### config.mk
export PLATFORM = sky130hd
export DESIGN_NAME = bn_param_loader
export DESIGN_NICKNAME = d
export VERILOG_FILES = /design/src/rtl/bn_param_loader.sv
export SDC_FILE = /design/constraint.sdc
export NUM_CORES = 1
export LEC_CHECK = 0
export CAP_MARGIN = 20
export CORE_MARGIN = 2
export CORE_UTILIZATION = 35
export DETAILED_ROUTE_END_ITERATION = 8
export DONT_BUFFER_PORTS = 1
export PLACE_DENSITY = 0.6
export SLEW_MARGIN = 20
export SYNTH_ARGS = -nofsm -noshare
export SYNTH_HDL_FRONTEND = slang
export SYNTH_SLANG_ARGS = --single-unit
export TNS_END_PERCENT = 30
### constraint.sdc
create_clock -name clk -period 2 [get_ports clk]
set_input_delay 0.3 -clock clk [delete_from_list [all_inputs] [get_ports clk]]
set_output_delay 0.3 -clock clk [all_outputs]
set_load 0.03 [all_outputs]
### src/rtl/bn_param_loader.sv
// bn_param_loader: loads, validates and double-buffers per-neuron batch-norm
// parameters (BN_factor, BN_addend) from a byte-serial valid/ready stream.
//
// Ports:
//   clk, rst_n            clock, asynchronous active-low reset
//   load_start            pulse, begins a load when idle
//   abort                 pulse, discards an in-progress load
//   data_in/data_valid    stream word {factor[3:0], addend} and its valid
//   data_ready            loader accepts data_in this cycle
//   busy                  loader not idle
//   done                  one-cycle pulse when the shadow table is committed
//   param_error           sticky, an accepted word was sanitized
//   rd_index              read address into the active table
//   factor_out/addend_out active entry at rd_index (combinational)
//   checksum_error        sticky, trailing checksum word mismatched
//                         (only with BN_PARAM_CHECKSUM_EN defined)
//
// Optional feature macro: BN_PARAM_CHECKSUM_EN adds a CHECK state that accepts
// one extra word which must equal the XOR of all raw parameter words.
module bn_param_loader #(
    parameter int unsigned NEURONS      = 4,
    parameter int unsigned ADDEND_WIDTH = 4
) (
    input  logic                            clk,
    input  logic                            rst_n,
    input  logic                            load_start,
    input  logic                            abort,
    input  logic [4+ADDEND_WIDTH-1:0]       data_in,
    input  logic                            data_valid,
    output logic                            data_ready,
    output logic                            busy,
    output logic                            done,
    output logic                            param_error,
    input  logic [$clog2(NEURONS)-1:0]      rd_index,
    output logic [3:0]                      factor_out,
    output logic [ADDEND_WIDTH-1:0]         addend_out
`ifdef BN_PARAM_CHECKSUM_EN
   ,output logic                            checksum_error
`endif
);

    localparam int unsigned IDX_W  = $clog2(NEURONS);
    localparam int unsigned DATA_W = 4 + ADDEND_WIDTH;
    localparam logic [3:0]  FACTOR_ONE = 4'b0100;
    localparam logic [IDX_W-1:0] LAST_IDX = IDX_W'(NEURONS - 1);

    typedef enum logic [1:0] {
        IDLE   = 2'd0,
        LOAD   = 2'd1,
        COMMIT = 2'd2
`ifdef BN_PARAM_CHECKSUM_EN
       ,CHECK  = 2'd3
`endif
    } state_t;

    state_t                  state;
    logic [IDX_W-1:0]        idx;
    logic [3:0]              shd_factor [NEURONS];
    logic [ADDEND_WIDTH-1:0] shd_addend [NEURONS];
    logic [3:0]              act_factor [NEURONS];
    logic [ADDEND_WIDTH-1:0] act_addend [NEURONS];
`ifdef BN_PARAM_CHECKSUM_EN
    logic [DATA_W-1:0]       csum;
`endif

    logic [3:0]              in_factor;
    logic [ADDEND_WIDTH-1:0] in_addend;
    logic                    word_legal;
    logic                    xfer;

    assign in_factor = data_in[DATA_W-1 -: 4];
    assign in_addend = data_in[ADDEND_WIDTH-1:0];
    assign xfer      = data_valid && data_ready;

    // Legal encoding check; x8 (0011) only allowed with a zero addend.
    always_comb begin
        word_legal = 1'b1;
        case (in_factor)
            4'b0000, 4'b0111, 4'b1011, 4'b1111: word_legal = 1'b0;
            4'b0011:                            word_legal = (in_addend == '0);
            default:                            word_legal = 1'b1;
        endcase
    end

    // Loader FSM with registered handshake/status outputs and both tables.
    always_ff @(posedge clk or negedge rst_n) begin
        if (!rst_n) begin
            state       <= IDLE;
            idx         <= '0;
            data_ready  <= 1'b0;
            busy        <= 1'b0;
            done        <= 1'b0;
            param_error <= 1'b0;
            for (int unsigned i = 0; i < NEURONS; i++) begin
                shd_factor[i] <= FACTOR_ONE;
                shd_addend[i] <= '0;
                act_factor[i] <= FACTOR_ONE;
                act_addend[i] <= '0;
            end
`ifdef BN_PARAM_CHECKSUM_EN
            csum           <= '0;
            checksum_error <= 1'b0;
`endif
        end else begin
            done <= 1'b0;
            case (state)
                IDLE: begin
                    if (load_start) begin
                        state       <= LOAD;
                        idx         <= '0;
                        param_error <= 1'b0;
                        data_ready  <= 1'b1;
                        busy        <= 1'b1;
`ifdef BN_PARAM_CHECKSUM_EN
                        csum           <= '0;
                        checksum_error <= 1'b0;
`endif
                    end
                end
                LOAD: begin
                    if (abort) begin
                        state      <= IDLE;
                        data_ready <= 1'b0;
                        busy       <= 1'b0;
                    end else if (xfer) begin
                        shd_factor[idx] <= word_legal ? in_factor : FACTOR_ONE;
                        shd_addend[idx] <= word_legal ? in_addend : '0;
                        if (!word_legal) begin
                            param_error <= 1'b1;
                        end
                        idx <= idx + IDX_W'(1);
`ifdef BN_PARAM_CHECKSUM_EN
                        csum <= csum ^ data_in;
                        if (idx == LAST_IDX) begin
                            state <= CHECK;
                        end
`else
                        if (idx == LAST_IDX) begin
                            state      <= COMMIT;
                            data_ready <= 1'b0;
                            done       <= 1'b1;
                        end
`endif
                    end
                end
`ifdef BN_PARAM_CHECKSUM_EN
                CHECK: begin
                    if (abort) begin
                        state      <= IDLE;
                        data_ready <= 1'b0;
                        busy       <= 1'b0;
                    end else if (xfer) begin
                        data_ready <= 1'b0;
                        if (data_in == csum) begin
                            state <= COMMIT;
                            done  <= 1'b1;
                        end else begin
                            state          <= IDLE;
                            busy           <= 1'b0;
                            checksum_error <= 1'b1;
                        end
                    end
                end
`endif
                COMMIT: begin
                    for (int unsigned i = 0; i < NEURONS; i++) begin
                        act_factor[i] <= shd_factor[i];
                        act_addend[i] <= shd_addend[i];
                    end
                    state <= IDLE;
                    busy  <= 1'b0;
                end
                default: begin
                    state      <= IDLE;
                    data_ready <= 1'b0;
                    busy       <= 1'b0;
                end
            endcase
        end
    end

    // Combinational read of the active table; out-of-range reads give x1/0.
    always_comb begin
        factor_out = FACTOR_ONE;
        addend_out = '0;
        if (32'(rd_index) < NEURONS) begin
            factor_out = act_factor[rd_index];
            addend_out = act_addend[rd_index];
        end
    end

endmodule

==> results by group, run 1 <==
Routing
  – Iteration-0 DRC Markers: 53
  – DRT Wirelength: 6090 um
  – Detailed Routing Iterations Pass 1: 4
  – Drt wl/cell: 18.2 um
  – Vias after detailed routing: 1740
  – Drt via density: 5.21
  – DRC viols: 0
  – DRT antenna net count: 0

CTS
  – CTS resizes: 0
  – CTS clk-pin slew, worst paths: 80 ps
  – Clock latency on the worst-skew pair: 340 ps
  – H-Tree Depth: 3
  – CTS Sinks: 72
  – CTS tree: yes
  – Setup bufs post-CTS: 0
  – CTS root buf: clkbuf_8
  – CTS Buffer Depth: 2
  – CTS Buf Count: 9

Critical path
  – Max stage delay on crit path: 430 ps
  – Worst path top cell family by delay: simple AND/OR/NAND/NOR gates
  – Worst path arrival time: 1930 ps
  – Critical Path Fanout Max: 8
  – WS Path Type: reg -> reg
  – Worst path bufs/invs: 0
  – Worst Setup Start Kind: register
  – Worst path required time: 2230 ps
  – Worst Setup End Kind: register
  – Worst path cell trace: and4bb_4, and3_1, mux2_2
  – CP max stage cell: and3_1

Yosys
  – Synthesis-stage register bit count: 72
  – Post-synthesis sequential area ratio: 56.3%
  – Synth Area in Compound Gates: 4.40%
  – Most frequent cells after synthesis: dfrtp_1 (64), mux2_2 (59), dfstp_2 (8), inv_1 (8), mux4_2 (8)
  – Top cell type by total area after synthesis: dfrtp_1
  – Synthesis Warnings: 0
  – Yosys cell types: 36
  – Syn Area/Cell: 15.0 um2
  – Xor/xnor share of the synthesized area: 0%
  – Post-Syn Instances: 214
  – Top-count cell post-synth: dfrtp_1
  – Syn Std Cell Area: 3220 um2
  – Area fraction of the dominant cell type after synthesis: 49.8%
  – Post-synthesis async set-or-reset flop share: 100%
  – Ranking of synthesized cells by area: dfrtp_1 (50%), mux2_2 (21%), dfstp_2 (6.5%)
  – Simple-Gate Fraction of Synth Area: 6.23%
  – Post-synth top flop: dfrtp_1
  – Largest family of logic cells by synthesized area: multiplexers
  – Multiplexer area fraction after synthesis: 28.5%
  – Number of synthesized flops with an enable pin: 0
  – Adder-Cell Fraction of Synth Area: 1.56%
  – Post-synthesis net count: 233

Timing
  – Hold Vio Cnt, Final: 0
  – Crit share post-route: 85.4%
  – Clk_skew: 10.1 ps
  – Final worst slack: 292 ps
  – Pin slew with the least headroom to its limit: 582 ps
  – Max-slew violations: 0
  – Endpoints failing setup: 0
  – RSZ-0062 raised after global routing: no
  – Final min period: 1710 ps
  – Max_slew headroom: 60.8%
  – Setup TNS: 0 ps
  – Max Fclk: 585 MHz

Floorplan
  – Die Y: 99.9 um
  – Row count: 34
  – Initial Util: 36.5%
  – Die Wd: 99.9 um
  – Core ar.: 8810 um2
  – DIE AREA: 9970 um2
  – # IOs: 27

Cells and area
  – Post-Layout Cell Count: 334
  – Final nets: 240
  – Final core utilization: 40.5%
  – Layout cells sized above 1: 48.2%
  – P&R area growth vs syn: 11.0%
  – ANT cells: 0

Pwr
  – NetSw: 0.778 mW
  – Leakage: 1.69 nW
  – Sequential Power Share: 54.9%
  – Int Power: 2.39 mW
  – Switch share: 24.6%
  – Clock power frac: 34.7%
  – Power, Total: 3.17 mW
  – Comb power frac: 10.4%
  – VDD IR max: 272 uV
  – Pwr per Cell Area: 887 nW/um2

GRT
  – Initial antenna violation count: 0
  – Largest net degree at the start of global routing: 73
  – Total GRT Usage: 13.2%
  – Grt total ovfl: 0
  – Global-route wire length before repair: 9830 um
  – Number of global-route vias before repair: 1814

Flow run
  – MaxCap Viol Count: 0

Place
  – Half-perimeter wire length after placement: 4030 um
  – GP Congestion: 0.700
  – DP Worst Slack: 316 ps
  – Placed Cells: 316
  – IO Port Bufs: 0

Min path
  – Hold crit path type: in -> reg

Outcome
  – Status: complete, no violations
[cell families (layout without fill, tap and decap cells)]
kind of cell / after synthesis / after routing
multiplexers: 74 / 74
AO/OA/AOI/OAI: 18 / 18
adder cells (fa/ha/maj): 4 / 4
buffers and inverters: 20 / 32
flip-flops: 72 / 72
AND/OR/NAND/NOR: 26 / 26
[power by group through the flow]
stage               Sequential, mW  Clock (mW)  Combinational (mW)
floorplan                     1.74           0               0.253
global placement              1.76           0               0.288
detailed placement            1.77           0               0.300
CTS                           1.74        1.13               0.338
global route                  1.76        1.19               0.369
finish                        1.74        1.10               0.328
[worst reg2reg max path: cells and delay by family (launching register included)]
family	cells	cell delay, ps
AND/OR/NAND/NOR	2	810
flip-flops	1	390
multiplexers	1	390
[area by class of cell]
| type | instances | area [um2] |
|---|---|---|
| fill | 841 | 5240 |
| sequential | 72 | 1810 |
| multi-input combinational | 122 | 1310 |
| tap | 108 | 135 |
| clock buffer | 10 | 128 |
| timing repair buffer | 8 | 95.1 |
| clock inverter | 6 | 60.1 |
| inverter | 8 | 30.0 |
[cell usage in the layout (no fill, tap or decap), types with 4 or more instances in the layout]
cell type  count
and3_1         4
and3_4         4
buf_4          5
clkbuf_8       9
dfrtp_1       64
dfstp_2        8
ha_1           4
inv_1          8
mux2_2        59
mux2i_1        6
mux4_2         8
o21ai_0        4
[through the flow]
stage / instance area [um2] / hold slack, ps
CTS: 3570 / 101
finish: 3570 / 115
global route: 3570 / 110
floorplan: 3220 / 4.41
detailed placement: 3340 / 6.05
global placement: 3340 / 6.11
[state kept, by name (all words and copies together), names as in the netlist]
register     cells
act_addend      16
act_factor      16
shd_addend      16
shd_factor      16
idx              2
state            2
busy             1
data_ready       1
done             1
param_error      1
[final timing paths]
path                                                 start                    endpoint  slack, ps  cells past startpoint
worst max-delay path                  state[1]$_DFFE_PN0P_   shd_factor[9]$_DFFE_PN0P_        290                      3
worst min-delay path                            load_start      data_ready$_DFFE_PN0P_        120                      2
worst max register to register        state[1]$_DFFE_PN0P_   shd_factor[9]$_DFFE_PN0P_        290                      3
worst min register to register  shd_factor[14]$_DFFE_PN1P_  shd_factor[14]$_DFFE_PN1P_        470                      2
max in group asynchronous                            rst_n  shd_factor[10]$_DFFE_PN1P_       1150                      2
min in group asynchronous                            rst_n   shd_addend[6]$_DFFE_PN0P_        520                      2
[metal layers]
metal | track usage, % | routed length [um] | vias up | part of all wire, %
li1 | - | - | 794 | -
met1 | 18.2 | 2900 | 912 | 48
met2 | 19.8 | 2860 | 23 | 47
met3 | 3.13 | 202 | 11 | 3.3
met4 | 6.01 | 124 | 0 | 2.0
met5 | 0 | 0 | - | 0
[repair_timing]
item                                    in CTS  in global routing
hold endpoints to repair                    72                  0
hold buffers                                 2                  0
endpoints found under the setup margin       0                  0
No activity file was read; power rests on OpenSTA's default activity.
==> run 2, diff against run 1 <==
==> constraint.sdc (replaced) <==
create_clock -name clk -period 1.8 [get_ports clk]
set_input_delay 0.27 -clock clk [delete_from_list [all_inputs] [get_ports clk]]
set_output_delay 0.27 -clock clk [all_outputs]
set_load 0.03 [all_outputs]
==> run 2 against run 1 <==
  * The run now ends with hold timing left
  * Largest cell class unchanged
  * Fmax is 1.9% higher
  * Highest routed layer unchanged
  * Critical endpoint is now shd_addend[0]$_DFFE_PN0P_
  * Clock power up 45%
  * Clock-buffer cell count down 1
  * Combinational power barely moved
==> results by group, run 2 (synthesized netlist as in run 1, its figures left out) <==
Floorplan
  – Initial Util: 36.5% (unchanged)
  – Die Y: 99.9 um (unchanged)
  – Row count: 34 (unchanged)
  – Die Wd: 99.9 um (unchanged)
  – # IOs: 27 (unchanged)
  – DIE AREA: 9970 um2 (unchanged)
  – Core ar.: 8810 um2 (unchanged)

Cells and area
  – Post-route cell area: 3620 um2 (+1.3%)
  – Commonest non-fill, non-tap cell in the layout: dfrtp_1
  – P&R area growth vs syn: 12.5%
  – Layout cells sized above 1: 49.3% (+1.1 points)
  – ANT cells: 0 (unchanged)
  – Final core utilization: 41.1% (+0.54 points)
  – Commonest non-fill, non-tap cells in the layout: dfrtp_1 (64), mux2_2 (59), clkbuf_8 (9)
  – Final nets: 241 (+0.42%)

Critical path
  – Worst path required time: 2020 ps (-210 ps)
  – Register-to-register setup slack: 120 ps (-170 ps)
  – FF-to-FF Start: state[1]$_DFFE_PN0P_
  – WS Path Type: reg -> reg
  – Worst Reg-to-Reg Cells: 3 (unchanged)
  – Crit Reg-Reg Endpoint: shd_addend[0]$_DFFE_PN0P_
  – Worst path arrival time: 1900 ps (-30 ps)
  – Critical Path Fanout Max: 9 (+1)
  – Worst setup path end: shd_addend[0]$_DFFE_PN0P_
  – CP startpoint: state[1]$_DFFE_PN0P_
  – Worst Setup End Kind: register
  – Worst Setup Start Kind: register

Pwr
  – Leakage: 1.72 nW (+1.7%)
  – Sequential Power Share: 50.1% (-4.8 points)
  – Power, Total: 3.87 mW (+22%)
  – Comb power frac: 8.5% (-1.9 points)
  – Int Power: 2.96 mW (+24%)
  – Clock power frac: 41.4% (+6.7 points)
  – VDD IR max: 420 uV (+54%)
  – Pwr per Cell Area: 1070 nW/um2 (+20%)
  – Switch share: 23.5% (-1.1 points)
  – NetSw: 0.909 mW (+17%)

Timing
  – Setup TNS: 0 ps (unchanged)
  – Crit share post-route: 93.1% (+7.7 points)
  – Final min period: 1680 ps (-31.5 ps)
  – Final worst slack: 123 ps (-169 ps)
  – Hold slack: -387 ps (-502 ps)
  – Clk_skew: 11.9 ps (+1.80 ps)
  – Max-slew violations: 0 (unchanged)
  – Max Fclk: 596 MHz (+1.9%)
  – Hold Vio Cnt, Final: 72 (+72)
  – Max_slew headroom: 73.0% (+12 points)
  – RSZ-0062 raised after global routing: no
  – Endpoints failing setup: 0 (unchanged)
  – Pin slew with the least headroom to its limit: 405 ps (-177 ps)

GRT
  – Number of global-route vias before repair: 1782 (-1.8%)
  – Grt total ovfl: 0 (unchanged)
  – Initial antenna violation count: 0 (unchanged)
  – Global-route wire length before repair: 9820 um (-0.14%)
  – Total GRT Usage: 13.2% (about the same)
  – Largest net degree at the start of global routing: 73 (unchanged)

Place
  – Area after DPL: 3370 um2 (+0.67%)
  – IO Port Bufs: 0 (unchanged)
  – Half-perimeter wire length after placement: 3870 um (-4.1%)
  – GP Congestion: 0.698 (-0.31%)
  – DP Worst Slack: 127 ps (-189 ps)

CTS
  – Clock latency on the worst-skew pair: 350 ps (about the same)
  – CTS Buf Count: 9 (unchanged)
  – CTS Buffer Depth: 2 (unchanged)
  – CTS Sinks: 72 (unchanged)
  – CTS tree: yes
  – CTS resizes: 0 (unchanged)
  – H-Tree Depth: 3 (unchanged)
  – CTS root buf: clkbuf_8
  – CTS clk-pin slew, worst paths: 90 ps (about the same)

Routing
  – DRT Wirelength: 5910 um (-2.9%)
  – Detailed Routing Iterations Pass 1: 4 (unchanged)
  – Iteration-0 DRC Markers: 64 (+21%)
  – Drt wl/cell: 17.6 um (-3.2%)
  – Drt via density: 5.27 (+1.2%)
  – Vias after detailed routing: 1766 (+1.5%)
  – DRC viols: 0 (unchanged)
  – DRT antenna net count: 0 (unchanged)

Min path
  – Hold crit path type: in -> async

Outcome
  – Failing checks: hold timing
  – Status: complete, but fails checks

Flow run
  – MaxCap Viol Count: 0 (unchanged)
## run 2: cell count changes in the layout (fill, tap and decap cells not counted), moves of 2 or more
cell and delta:
clkinv_2 -3, bufinv_16 +2, inv_6 +2, buf_4 +3
## run 2: final cells by class
class	count	area, um2
clock buffers	9	124
clock inverters	7	126
fillers	817	5190
inverters	8	30.0
multi-input cells	122	1310
flip-flops and latches	72	1810
well taps	108	135
repair buffers	9	80.1
## run 2: worst min path at each step
stage / startpoint / to / slack (ps) / cells after the start
3_5_place_dp: rst_n / act_addend[9]$_DFFE_PN0N_ / -20 / 0
2_1_floorplan: rst_n / act_addend[0]$_DFFE_PN0N_ / -30 / 0
4_1_cts: rst_n / act_addend[4]$_DFFE_PN0N_ / -400 / 0
3_3_place_gp: rst_n / act_addend[9]$_DFFE_PN0N_ / -20 / 0
6_report: rst_n / busy$_DFFE_PN0P_ / -390 / 0
5_1_grt: rst_n / data_ready$_DFFE_PN0P_ / -410 / 0
## run 2: repair_timing
item / in CTS / in global routing
setup endpoints to repair: 0 / 0
endpoints found under the hold margin: 72 / 72
buffers inserted: 0 / 0
## run 2: critical path: stages (launching register included)
cell	delay, ps
dfrtp_1	380
and4bb_4	370
and3_1	420
mux2_2	380
## run 2: per-stage QoR
step,std cells,hold slack [ps]
floorplan,214,-25.6
global placement,319,-23.8
detailed placement,319,-23.9
CTS,335,-404
global route,335,-413
finish,335,-387
## run 2: routing by layer
layer	part of all wire (%)	wire [um]	vias up	GRT usage, %
met5	0	0	-	0
met4	1.7	99	0	6.01
met3	3.4	203	8	3.34
met2	49	2910	23	20.3
met1	46	2700	939	17.7
li1	-	-	796	-
## run 2: power by group through the flow
| stage | Combinational [mW] | Clock (mW) | Sequential (mW) |
|---|---|---|---|
| global placement | 0.323 | 0 | 1.96 |
| floorplan | 0.281 | 0 | 1.94 |
| CTS | 0.337 | 1.63 | 1.94 |
| finish | 0.329 | 1.60 | 1.94 |
| global route | 0.362 | 1.71 | 1.96 |
| detailed placement | 0.334 | 0 | 1.97 |
==> run 3, diff against run 2 <==
--- a/config.mk
+++ b/config.mk
@@ -10,6 +10,7 @@
 export CORE_UTILIZATION = 35
 export DETAILED_ROUTE_END_ITERATION = 8
 export DONT_BUFFER_PORTS = 1
+export MAX_ROUTING_LAYER = met4
 export PLACE_DENSITY = 0.6
 export SLEW_MARGIN = 20
 export SYNTH_ARGS = -nofsm -noshare
==> run 3 against run 2 <==
  * Setup slack hardly changed
  * Sequential cell count unchanged
  * Sequential share of layout area stayed put
  * The flow still finishes with violations (hold timing)
  * Global-route usage increased by 0.39 points
  * Utilization stayed put
==> results by group, run 3 (synthesized netlist as in run 1, its figures left out) <==
Floorplan
  – Core ar.: 8810 um2 (unchanged)
  – Row count: 34 (unchanged)
  – Die Y: 99.9 um (unchanged)
  – Initial Util: 36.5% (unchanged)
  – Die Wd: 99.9 um (unchanged)
  – # IOs: 27 (unchanged)
  – DIE AREA: 9970 um2 (unchanged)

Timing
  – RSZ-0062 raised after global routing: no
  – Hold slack: -392 ps (-5.36 ps)
  – Pin slew with the least headroom to its limit: 405 ps (-0.437 ps)
  – Max_slew headroom: 73.0% (about the same)
  – Final worst slack: 124 ps (+0.227 ps)
  – Setup TNS: 0 ps (unchanged)
  – Clk_skew: 12.3 ps (+0.460 ps)
  – Endpoints failing setup: 0 (unchanged)
  – Final min period: 1680 ps (-0.227 ps)
  – Max Fclk: 597 MHz (about the same)
  – Crit share post-route: 93.1% (about the same)
  – Max-slew violations: 0 (unchanged)
  – Hold Vio Cnt, Final: 72 (unchanged)

CTS
  – CTS clk-pin slew, worst paths: 90 ps (about the same)
  – Setup bufs post-CTS: 0 (unchanged)
  – Clock latency on the worst-skew pair: 350 ps (about the same)
  – CTS Buffer Depth: 2 (unchanged)
  – CTS Buf Count: 9 (unchanged)
  – CTS resizes: 0 (unchanged)
  – CTS root buf: clkbuf_8
  – H-Tree Depth: 3 (unchanged)
  – CTS tree: yes
  – CTS Sinks: 72 (unchanged)

Cells and area
  – Layout cells sized above 1: 49.3% (unchanged)
  – ANT cells: 0 (unchanged)
  – Commonest non-fill, non-tap cell in the layout: dfrtp_1
  – Commonest non-fill, non-tap cells in the layout: dfrtp_1 (64), mux2_2 (59), clkbuf_8 (9)
  – Post-Layout Cell Count: 335 (unchanged)
  – P&R area growth vs syn: 12.5% (unchanged)
  – Final nets: 241 (unchanged)

Routing
  – Vias after detailed routing: 1763 (-0.17%)
  – DRT Wirelength: 5920 um (+0.17%)
  – DRT antenna net count: 0 (unchanged)
  – DRC viols: 0 (unchanged)
  – WL met3: 216 um (+6.4%)
  – Routed wire length on met2: 2930 um (+0.69%)
  – DRT met1 WL: 2660 um (-1.4%)
  – Drt via density: 5.26 (-0.17%)
  – Highest routed layer: met4
  – Detailed Routing Iterations Pass 1: 4 (unchanged)
  – Drt wl/cell: 17.7 um (+0.17%)
  – Iteration-0 DRC Markers: 63 (-1.6%)

Outcome
  – Failing checks: hold timing
  – Status: complete, but fails checks

GRT
  – Total GRT Usage: 13.6% (+0.39 points)
  – Number of global-route vias before repair: 1785 (+0.17%)
  – Global-route wire length before repair: 9830 um (about the same)
  – Grt total ovfl: 0 (unchanged)
  – Initial antenna violation count: 0 (unchanged)
  – Largest net degree at the start of global routing: 73 (unchanged)

Pwr
  – Leakage: 1.72 nW (unchanged)
  – Pwr per Cell Area: 1070 nW/um2 (about the same)
  – VDD IR max: 420 uV (about the same)

Min path
  – Hold crit path type: in -> async

Critical path
  – CP startpoint: state[1]$_DFFE_PN0P_
  – Max stage delay on crit path: 420 ps (about the same)
  – CP max stage cell: and3_1
  – Critical Path Fanout Max: 9 (unchanged)
  – Worst setup path end: shd_addend[0]$_DFFE_PN0P_
  – Register-to-register setup slack: 120 ps (about the same)
  – Crit Reg-Reg Endpoint: shd_addend[0]$_DFFE_PN0P_
  – Worst Reg-to-Reg Cells: 3 (unchanged)
  – WS Path Type: reg -> reg
  – Worst path required time: 2030 ps (about the same)
  – Worst path cell trace: and4bb_4, and3_1, mux2_2
  – Worst Setup Start Kind: register
  – FF-to-FF Start: state[1]$_DFFE_PN0P_
  – Worst path arrival time: 1900 ps (about the same)
  – Worst Setup End Kind: register

Place
  – Half-perimeter wire length after placement: 3870 um (unchanged)
  – GP Congestion: 0.706 (+1.1%)
  – DP Worst Slack: 127 ps (unchanged)
  – IO Port Bufs: 0 (unchanged)
  – Placed Cells: 319 (unchanged)

Flow run
  – MaxCap Viol Count: 0 (unchanged)
## run 3: cell counts in the layout (fill, tap and decap cells not counted)
Identical to the previous run, type by type.
## run 3: worst min-delay path by stage
stage / start / to / slack (ps)
after floorplan: rst_n / act_addend[0]$_DFFE_PN0N_ / -30
after global placement: rst_n / act_addend[9]$_DFFE_PN0N_ / -20
after detailed placement: rst_n / act_addend[9]$_DFFE_PN0N_ / -20
after CTS: rst_n / act_addend[4]$_DFFE_PN0N_ / -400
after global routing: rst_n / data_ready$_DFFE_PN0P_ / -410
final: rst_n / busy$_DFFE_PN0P_ / -390
## run 3: cell type report
cell class                 count  area (um2)
clock inverter                 7         126
inverter                       8        30.0
sequential                    72        1810
tap                          108         135
fill                         817        5190
clock buffer                   9         124
timing repair buffer           9        80.1
multi-input combinational    122        1310
## run 3: metal layers
metal / vias to the layer above / GRT usage, %
met5: - / -
met4: 0 / 6.01
met3: 9 / 3.34
met2: 28 / 20.3
met1: 931 / 17.7
li1: 795 / -
## run 3: where the power goes
group / total (mW) / switching [mW] / internal (mW)
combinational: 0.330 / 0.132 / 0.199
clock: 1.60 / 0.664 / 0.940
sequential: 1.94 / 0.116 / 1.82
total: 3.87 / 0.912 / 2.96
## run 3: per-stage QoR
stage / hold WS, ps / instance area, um2 / power (mW) / util, %
2_1_floorplan: -25.6 / 3220 / 2.22 / -
3_3_place_gp: -23.8 / 3370 / 2.29 / 38.2
3_5_place_dp: -23.9 / 3370 / 2.30 / 38.2
4_1_cts: -404 / 3620 / 3.91 / 41.1
5_1_grt: -413 / 3620 / 4.04 / 41.1
6_report: -392 / 3620 / 3.87 / 41.1
## run 3: critical path, delay by kind of cell, from the launching register on
| kind | cells | cell delay, ps |
|---|---|---|
| flops | 1 | 380 |
| simple gates | 2 | 790 |
| mux | 1 | 380 |
